File: config.mk
export PLATFORM = sky130hd
export DESIGN_NAME = noc_axis_pkt_injector
export DESIGN_NICKNAME = d
export VERILOG_FILES = /design/src/rtl/noc_axis_pkg.sv /design/src/rtl/noc_axis_skid_buf.sv /design/src/rtl/noc_axis_pkt_injector.sv
export SDC_FILE = /design/constraint.sdc
export NUM_CORES = 1
export LEC_CHECK = 0
export CORE_MARGIN = 3
export CORE_UTILIZATION = 40
export CTS_CLUSTER_SIZE = 16
export DETAILED_ROUTE_END_ITERATION = 6
export PLACE_DENSITY = 0.65
export SYNTH_ARGS = -nofsm -noshare
export SYNTH_HDL_FRONTEND = slang
export SYNTH_SLANG_ARGS = --single-unit
File: constraint.sdc
create_clock -name clk_usr -period 2.5 [get_ports clk_usr]
set_clock_uncertainty 0.2 [all_clocks]
set_input_delay 0.375 -clock clk_usr [delete_from_list [all_inputs] [get_ports clk_usr]]
set_output_delay 0.375 -clock clk_usr [all_outputs]
set_load 0.01 [all_outputs]
File: src/rtl/noc_axis_pkg.sv
// noc_axis_pkg: shared FSM state and default flit layout for the packet injector
package noc_axis_pkg;
  localparam int TDATA_W = 32;
  localparam int TID_W = 2;
  localparam int TDEST_W = 4;
  typedef enum logic {IDLE, STREAM} inj_state_e;
  typedef struct packed {
    logic [TDATA_W-1:0] data;
    logic last;
    logic [TID_W-1:0] id;
    logic [TDEST_W-1:0] dest;
  } flit_t;
endpackage

File: src/rtl/noc_axis_skid_buf.sv
// noc_axis_skid_buf: 2-entry buffer with registered output and registered in_ready
// Ports: clk_usr, rst_n (async active-low); in_valid/in_ready/in_data upstream;
//        out_valid/out_ready/out_data downstream (out_* driven straight from flops).
// in_ready only looks at the skid slot, so it never depends on out_ready combinationally.
module noc_axis_skid_buf
  import noc_axis_pkg::*;
#(
  parameter type T = flit_t
) (
  input  logic clk_usr,
  input  logic rst_n,
  input  logic in_valid,
  output logic in_ready,
  input  T     in_data,
  output logic out_valid,
  input  logic out_ready,
  output T     out_data
);
  T skid;
  logic skid_valid, push;
  assign in_ready = !skid_valid;
  assign push = in_valid & in_ready;
  always_ff @(posedge clk_usr or negedge rst_n)
    if (!rst_n) begin
      out_valid <= 1'b0;
      out_data <= '0;
      skid <= '0;
      skid_valid <= 1'b0;
    end else if (!out_valid || out_ready) begin
      out_valid <= skid_valid | push;
      out_data <= skid_valid ? skid : push ? in_data : out_data;
      skid_valid <= 1'b0;
    end else if (push) begin
      skid <= in_data;
      skid_valid <= 1'b1;
    end
endmodule

File: src/rtl/noc_axis_pkt_injector.sv
// noc_axis_pkt_injector: turns one (dest,id,len) command plus payload words into an AXIS packet
// Ports: clk_usr, rst_n (async active-low)
//        cmd_valid/cmd_ready/cmd_dest/cmd_id/cmd_len : packet command, len = flits-1
//        pld_valid/pld_ready/pld_data                : payload word stream
//        axis_out_{tvalid,tready,tdata,tlast,tid,tdest} : to router local input port
//        stat_pkts/stat_flits/stat_stalls            : counters, only with NOC_PKT_STATS_EN
// Optional feature macro: NOC_PKT_STATS_EN (statistics counters and ports).
module noc_axis_pkt_injector
  import noc_axis_pkg::*;
#(
  parameter int TDATA_WIDTH = TDATA_W,
  parameter int TID_WIDTH   = TID_W,
  parameter int TDEST_WIDTH = TDEST_W,
  parameter int LEN_WIDTH   = 8
`ifdef NOC_PKT_STATS_EN
  , parameter int STATS_WIDTH = 32
`endif
) (
  input  logic                   clk_usr,
  input  logic                   rst_n,
  input  logic                   cmd_valid,
  output logic                   cmd_ready,
  input  logic [TDEST_WIDTH-1:0] cmd_dest,
  input  logic [TID_WIDTH-1:0]   cmd_id,
  input  logic [LEN_WIDTH-1:0]   cmd_len,
  input  logic                   pld_valid,
  output logic                   pld_ready,
  input  logic [TDATA_WIDTH-1:0] pld_data,
  output logic                   axis_out_tvalid,
  input  logic                   axis_out_tready,
  output logic [TDATA_WIDTH-1:0] axis_out_tdata,
  output logic                   axis_out_tlast,
  output logic [TID_WIDTH-1:0]   axis_out_tid,
  output logic [TDEST_WIDTH-1:0] axis_out_tdest
`ifdef NOC_PKT_STATS_EN
  , output logic [STATS_WIDTH-1:0] stat_pkts
  , output logic [STATS_WIDTH-1:0] stat_flits
  , output logic [STATS_WIDTH-1:0] stat_stalls
`endif
);
  typedef struct packed {
    logic [TDATA_WIDTH-1:0] data;
    logic last;
    logic [TID_WIDTH-1:0] id;
    logic [TDEST_WIDTH-1:0] dest;
  } pflit_t;
  inj_state_e state;
  logic [TDEST_WIDTH-1:0] dest_q;
  logic [TID_WIDTH-1:0] id_q;
  logic [LEN_WIDTH-1:0] len_q, beat_cnt;
  logic buf_ready, pld_hs, last_beat, cmd_hs;
  pflit_t in_flit, out_flit;
  assign pld_ready = (state == STREAM) & buf_ready;
  assign pld_hs = pld_valid & pld_ready;
  assign cmd_hs = cmd_valid & cmd_ready;
  // equality compare lets len=all-ones run 2^LEN_WIDTH beats without wrapping
  assign last_beat = beat_cnt == len_q;
  assign in_flit = {pld_data, last_beat, id_q, dest_q};
  always_ff @(posedge clk_usr or negedge rst_n)
    if (!rst_n) begin
      state <= IDLE;
      cmd_ready <= 1'b0;
      dest_q <= '0;
      id_q <= '0;
      len_q <= '0;
      beat_cnt <= '0;
    end else if (state == IDLE) begin
      cmd_ready <= !cmd_hs;
      if (cmd_hs) begin
        state <= STREAM;
        dest_q <= cmd_dest;
        id_q <= cmd_id;
        len_q <= cmd_len;
        beat_cnt <= '0;
      end
    end else if (pld_hs) begin
      beat_cnt <= last_beat ? '0 : beat_cnt + 1'b1;
      state <= last_beat ? IDLE : STREAM;
      cmd_ready <= last_beat;
    end
  noc_axis_skid_buf #(.T(pflit_t)) u_buf (
    .clk_usr  (clk_usr),
    .rst_n    (rst_n),
    .in_valid (pld_hs),
    .in_ready (buf_ready),
    .in_data  (in_flit),
    .out_valid(axis_out_tvalid),
    .out_ready(axis_out_tready),
    .out_data (out_flit)
  );
  assign axis_out_tdata = out_flit.data;
  assign axis_out_tlast = out_flit.last;
  assign axis_out_tid = out_flit.id;
  assign axis_out_tdest = out_flit.dest;
`ifdef NOC_PKT_STATS_EN
  logic out_hs;
  assign out_hs = axis_out_tvalid & axis_out_tready;
  always_ff @(posedge clk_usr or negedge rst_n)
    if (!rst_n) begin
      stat_pkts <= '0;
      stat_flits <= '0;
      stat_stalls <= '0;
    end else begin
      stat_pkts <= stat_pkts + STATS_WIDTH'(out_hs & axis_out_tlast);
      stat_flits <= stat_flits + STATS_WIDTH'(out_hs);
      stat_stalls <= stat_stalls + STATS_WIDTH'(axis_out_tvalid & !axis_out_tready);
    end
`endif
endmodule

-- After elaboration in Yosys (flattened, before gate mapping)
Index checks and enable logic that the tools add are counted.
- add/sub/neg operators: 1
- equal/unequal tests: 2
- multiplexer cells: 14
- bitwise gates (word level): 7
- reduce and logical (&&, ||, !) cells: 11
- operators with widths (cell ; count):
    39-bit two-way mux ; 2
    8-bit two-way mux ; 4
    8-bit by 1-bit adder with 8-bit output, second input constant ; 1
    8-bit == test ; 1
    1-bit two-way mux ; 8
    2-bit AND reduction ; 4
    2-bit nonzero test ; 3
    1-bit AND ; 4
    1-bit logical NOT ; 3
    2-bit by 1-bit != test with 1-bit output, second input constant ; 1
    1-bit NOT ; 2
    1-bit logical OR ; 1
    1-bit OR ; 1
- register bits after elaboration: 104
- input bits: 51
- output and inout bits: 42
- word-level logic and storage cells: 51

-- Logic depth before layout (Yosys ltp)
- word-level depth: 6
- mapped depth: 7

-- Hierarchy
Synthesis repeated with hierarchy kept, for this count alone.
- cell total of the unflattened synthesis: 313
- area, all modules: 4658.2 µm²
- modules (own cells, without submodules) (module ; instances ; cells each ; area each (µm²)):
    noc_axis_skid_buf ; 1 ; 217 ; 3522.1
    noc_axis_pkt_injector ; 1 ; 96 ; 1136.1

-- Least setup slack after synthesis
No wires, ideal clock.
- path type: register -> register
- start: reg cmd_ready
- end: reg dest_q[0]
- library setup time: 0.125 ns
- arrival time: 1.403 ns
- data required time: 2.175 ns
- slack: 0.772 ns
- stages on the path, launching flop included: 6
- period minus slack after synthesis: 1.728 ns
- cells stage by stage: dfrtp_1 > and2_1 > nand2b_1 > clkbuf_1 > buf_2 > mux2_2
- word-level cells in the longest chain between the ends: 2
- ends and longest elaborated chain (what ; RTL line ; RTL):
    from (decl) ; noc_axis_pkt_injector.sv:22 ; output logic cmd_ready,
    from (signal assigned) ; noc_axis_pkt_injector.sv:68 ; cmd_ready <= !cmd_hs;
    from (signal assigned) ; noc_axis_pkt_injector.sv:79 ; cmd_ready <= last_beat;
    1-bit AND ; noc_axis_pkt_injector.sv:55 ; assign cmd_hs = cmd_valid & cmd_ready;
    2-bit AND reduction (no line) ; - ;
    to (signal assigned) ; noc_axis_pkt_injector.sv:71 ; dest_q <= cmd_dest;
    to (decl) ; noc_axis_pkt_injector.sv:48 ; logic [TDEST_WIDTH-1:0] dest_q;
Every way passes these cells.
A chain may end at the register's enable or synchronous reset.

-- Worst setup path in the final report
- start: reg state
- end: out pld_ready
- word-level cells in the longest chain between the ends: 1
- ends and longest elaborated chain (what ; RTL line ; RTL):
    from (decl) ; noc_axis_pkt_injector.sv:47 ; inj_state_e state;
    from (signal assigned) ; noc_axis_pkt_injector.sv:78 ; state <= last_beat ? IDLE : STREAM;
    1-bit AND ; noc_axis_pkt_injector.sv:53 ; assign pld_ready = (state == STREAM) & buf_ready;
    to (decl) ; noc_axis_pkt_injector.sv:27 ; output logic pld_ready,
Every way passes these cells.

==> run_results.csv <==
group,metric,value,unit
drt,vias,2957,
clock_tree,cts_buffer_depth,2,
floorplanning,rows,37,
timing,drv_slew,0,
drt,drt_iter0_drc,98,
timing,fin_crit,2.25,ns
logic_synthesis,yosysSeqAreaShare,58.7,%
worst_setup_path,worstSetupEndpointType,"output pin",
place,post-place-ws,0.211,ns
worst_setup_path,start_kind,"flip-flop",
timing,fmax,0.445,GHz
logic_synthesis,synth_warnings,0,
floorplanning,dieArea,0.0124,mm^2
floorplanning,core_area,0.0106,mm^2
floorplanning,start_util,42.0,%
pwr,pwr_density_cell,1120,mW/mm^2
timing,worst_pin_slew,0.605,ns
worst_setup_path,worstPathArrival,1.67,ns
grt,grt_pass1_wl,15.8,mm
floorplanning,die-width,111,um
clock_tree,cts_inserted_buffers,9,
worst_setup_path,path_cells,"nor2b_1 -> clkdlybuf4s50_1",
place,dp_hpwl,6.33,mm
pwr,peakVddDrop,0.493,mV
clock_tree,cts_root_buf,"clkbuf_8",
worst_setup_path,r2r-start,"state$_DFF_PN0_",
run,drv_cap,0,
logic_synthesis,synth.avg_cell_area,12.3,um^2
worst_setup_path,worst_path_dominant_cell_family,"buffers and inverters",
place,gp_congestion,0.752,
drt,wl_per_cell,15.5,um
timing,rsz0062_at_grt,"false",
clock_tree,cts_resized,0,
timing,slew_headroom,59.6,%
worst_hold_path,hold_path.class,"in -> async",
timing,finalSetupViolCount,0,
logic_synthesis,syn-num-nets,411,
logic_synthesis,synthDistinctLibCells,35,
place,placedInstanceArea,0.00552,mm^2
clock_tree,cts_tree,"built",
timing,setup_ws,0.253,ns
worst_setup_path,worst_path_max_delay_cell,"clkdlybuf4s50_1",
logic_synthesis,synth_seq_cells,104,
drt,ant_nets,0,
logic_synthesis,synth_area_leaders,"dfrtp_1 59%, mux2_2 13%, mux2i_1 8.8%",
clock_tree,htreeDepth,3,
worst_setup_path,crit_type,"reg -> out",
clock_tree,cts.clk_slew.worst_paths,0.11,ns
worst_setup_path,critPathBufInv,1,
drt,drt_wl_total,9.14,mm
floorplanning,die_h,111,um
worst_setup_path,cp-startpoint,"state$_DFF_PN0_",
clock_tree,clk_latency,0.36,ns
cells_and_area,antennaDiodeCount,0,
grt,grt_max_degree,59,
logic_synthesis,syn_inst,359,
worst_setup_path,critPathRequiredTime,1.92,ns
cells_and_area,nets,502,
drt,dr.pass1.iters,4,
cells_and_area,layout-drive-gt1-share,18.3,%
place,port_buffers,92,
drt,routed_via_density,5.01,
worst_setup_path,crit_fanout,10,
pwr,p_leak,2.35,nW
cells_and_area,final_area,0.00571,mm^2
floorplanning,ios,93,
timing,fin_crit_sh,89.9,%
logic_synthesis,synth_top_area_share,58.7,%
cells_and_area,syn2layout_area_growth,28.9,%
logic_synthesis,synth_area,0.00443,mm^2
grt,grt_pass1_vias,3153,
grt,antenna_found_initial,0,
logic_synthesis,synth_top_cell_by_area,"dfrtp_1",
grt,grt_remaining_overflow,0,
drt,drc_errors,0,
grt,grtUsageTotal,15.4,%
worst_setup_path,critPathMaxStageDelay,0.56,ns
timing,final_hold_viol_count,0,
status,status,"complete, no violations",
clock_tree,clock-sinks,104,
timing,setup-tns-final,0,ns
==> cells by family (layout without fill, tap and decap cells) <==
kind of cell | after synthesis | count (layout) | share of synthesized area (%)
AOI/OAI and AO/OA | 55 | 55 | 7.20
and+or+nand+nor | 72 | 72 | 6.92
adders and majority gates | 1 | 1 | 0.282
xor gates and xnor gates | 10 | 10 | 1.98
buffers and inverters | 26 | 121 | 2.91
DFF | 104 | 104 | 58.7
muxes | 91 | 91 | 22.0
==> registers in the layout, summed over array words and instances (netlist names) <==
register          cells
beat_cnt              8
cmd_ready             1
dest_q                4
id_q                  2
len_q                 8
state                 1
u_buf.out_data       39
u_buf.out_valid       1
u_buf.skid           39
u_buf.skid_valid      1
==> final timing paths <==
| path | slack (ns) | cells past startpoint | to |
|---|---|---|---|
| max in group asynchronous | 1.20 | 3 | u_buf.skid[17]$_DFFE_PN0P_ |
| setup / recovery | 0.25 | 2 | pld_ready |
| hold / removal | 0.22 | 2 | dest_q[0]$_DFFE_PN0P_ |
| setup reg to reg | 0.48 | 4 | u_buf.skid[36]$_DFFE_PN0P_ |
| hold reg to reg | 0.30 | 1 | u_buf.out_data[6]$_DFFE_PN0P_ |
| min in group clk_usr | 0.30 | 1 | u_buf.out_data[6]$_DFFE_PN0P_ |
==> worst reg2reg max path: cells and delay by family (launching register included) <==
| kind | cells | cell delay (ns) |
|---|---|---|
| flip-flops | 1 | 0.54 |
| AND/OR/NAND/NOR | 2 | 0.50 |
| multiplexers | 1 | 0.41 |
| buffers and inverters | 1 | 0.26 |
==> per-stage QoR <==
step	hold slack (ns)	util (%)	std cells	total power [mW]
floorplan	-0.121	-	359	4.34
global placement	0.0643	52.3	574	5.39
detailed placement	0.0675	52.3	574	5.49
CTS	0.207	54.1	590	6.47
global route	0.219	54.1	590	6.85
finish	0.220	54.1	590	6.38
==> layout by cell type (no fill, tap or decap), types with 3 or more instances in the layout <==
cell	count
a21oi_1	39
buf_12	3
buf_4	6
clkbuf_8	10
clkdlybuf4s50_1	91
dfrtp_1	103
inv_1	5
mux2_2	52
mux2i_1	39
nand2_1	16
nand3_1	3
nor2_1	42
o21ai_0	4
xor2_1	8
==> power breakdown <==
group / internal (mW) / switching (mW) / leakage, nW
Combinational: 1.41 / 1.01 / 1.04
Sequential: 2.47 / 0.513 / 1.22
Clock: 0.392 / 0.580 / 0.0850
Total: 4.27 / 2.11 / 2.35
==> area by class of cell <==
| class | count | area, um^2 |
|---|---|---|
| clock buffer | 10 | 138 |
| clock inverter | 5 | 41.3 |
| fill | 944 | 4840 |
| inverter | 5 | 18.8 |
| multi-input combinational | 229 | 1720 |
| sequential | 104 | 2600 |
| tap | 136 | 170 |
| timing repair buffer | 101 | 1030 |
==> synth_stat cells <==
master / n
and2_1: 1
buf_4: 3
o32a_4: 1
a22oi_1: 1
nand2_2: 1
a21oi_1: 39
buf_6: 1
ha_1: 1
nor3_2: 1
and3_2: 1
nand2_1: 16
nor2b_1: 2
o211ai_1: 1
nor2_1: 42
buf_2: 10
nand3_1: 3
nor4_1: 2
nand2b_1: 1
o311ai_1: 1
o21a_1: 1
a21oi_2: 1
nand4_1: 1
xor2_1: 8
o22ai_1: 2
and3_1: 1
clkbuf_1: 7
o21ai_0: 4
dfrtp_1: 104
o21ai_2: 1
xnor2_1: 2
a31oi_1: 2
inv_1: 5
o31ai_1: 1
mux2_2: 52
mux2i_1: 39
==> per-layer routing <==
| layer | vias up | routed length, um | share of wire (%) | GRT usage (%) |
|---|---|---|---|---|
| li1 | 1425 | - | - | - |
| met1 | 1468 | 4160 | 45 | 21.0 |
| met2 | 55 | 4570 | 50 | 25.4 |
| met3 | 9 | 318 | 3.5 | 2.62 |
| met4 | 0 | 98 | 1.1 | 4.62 |
| met5 | - | 0 | 0 | 0 |
==> repair_timing <==
action                                 in CTS  in global routing
buffers inserted                            0                  0
hold buffers                                1                  0
endpoints found under the hold margin      16                  0
Power figures use the tool's default switching activity.
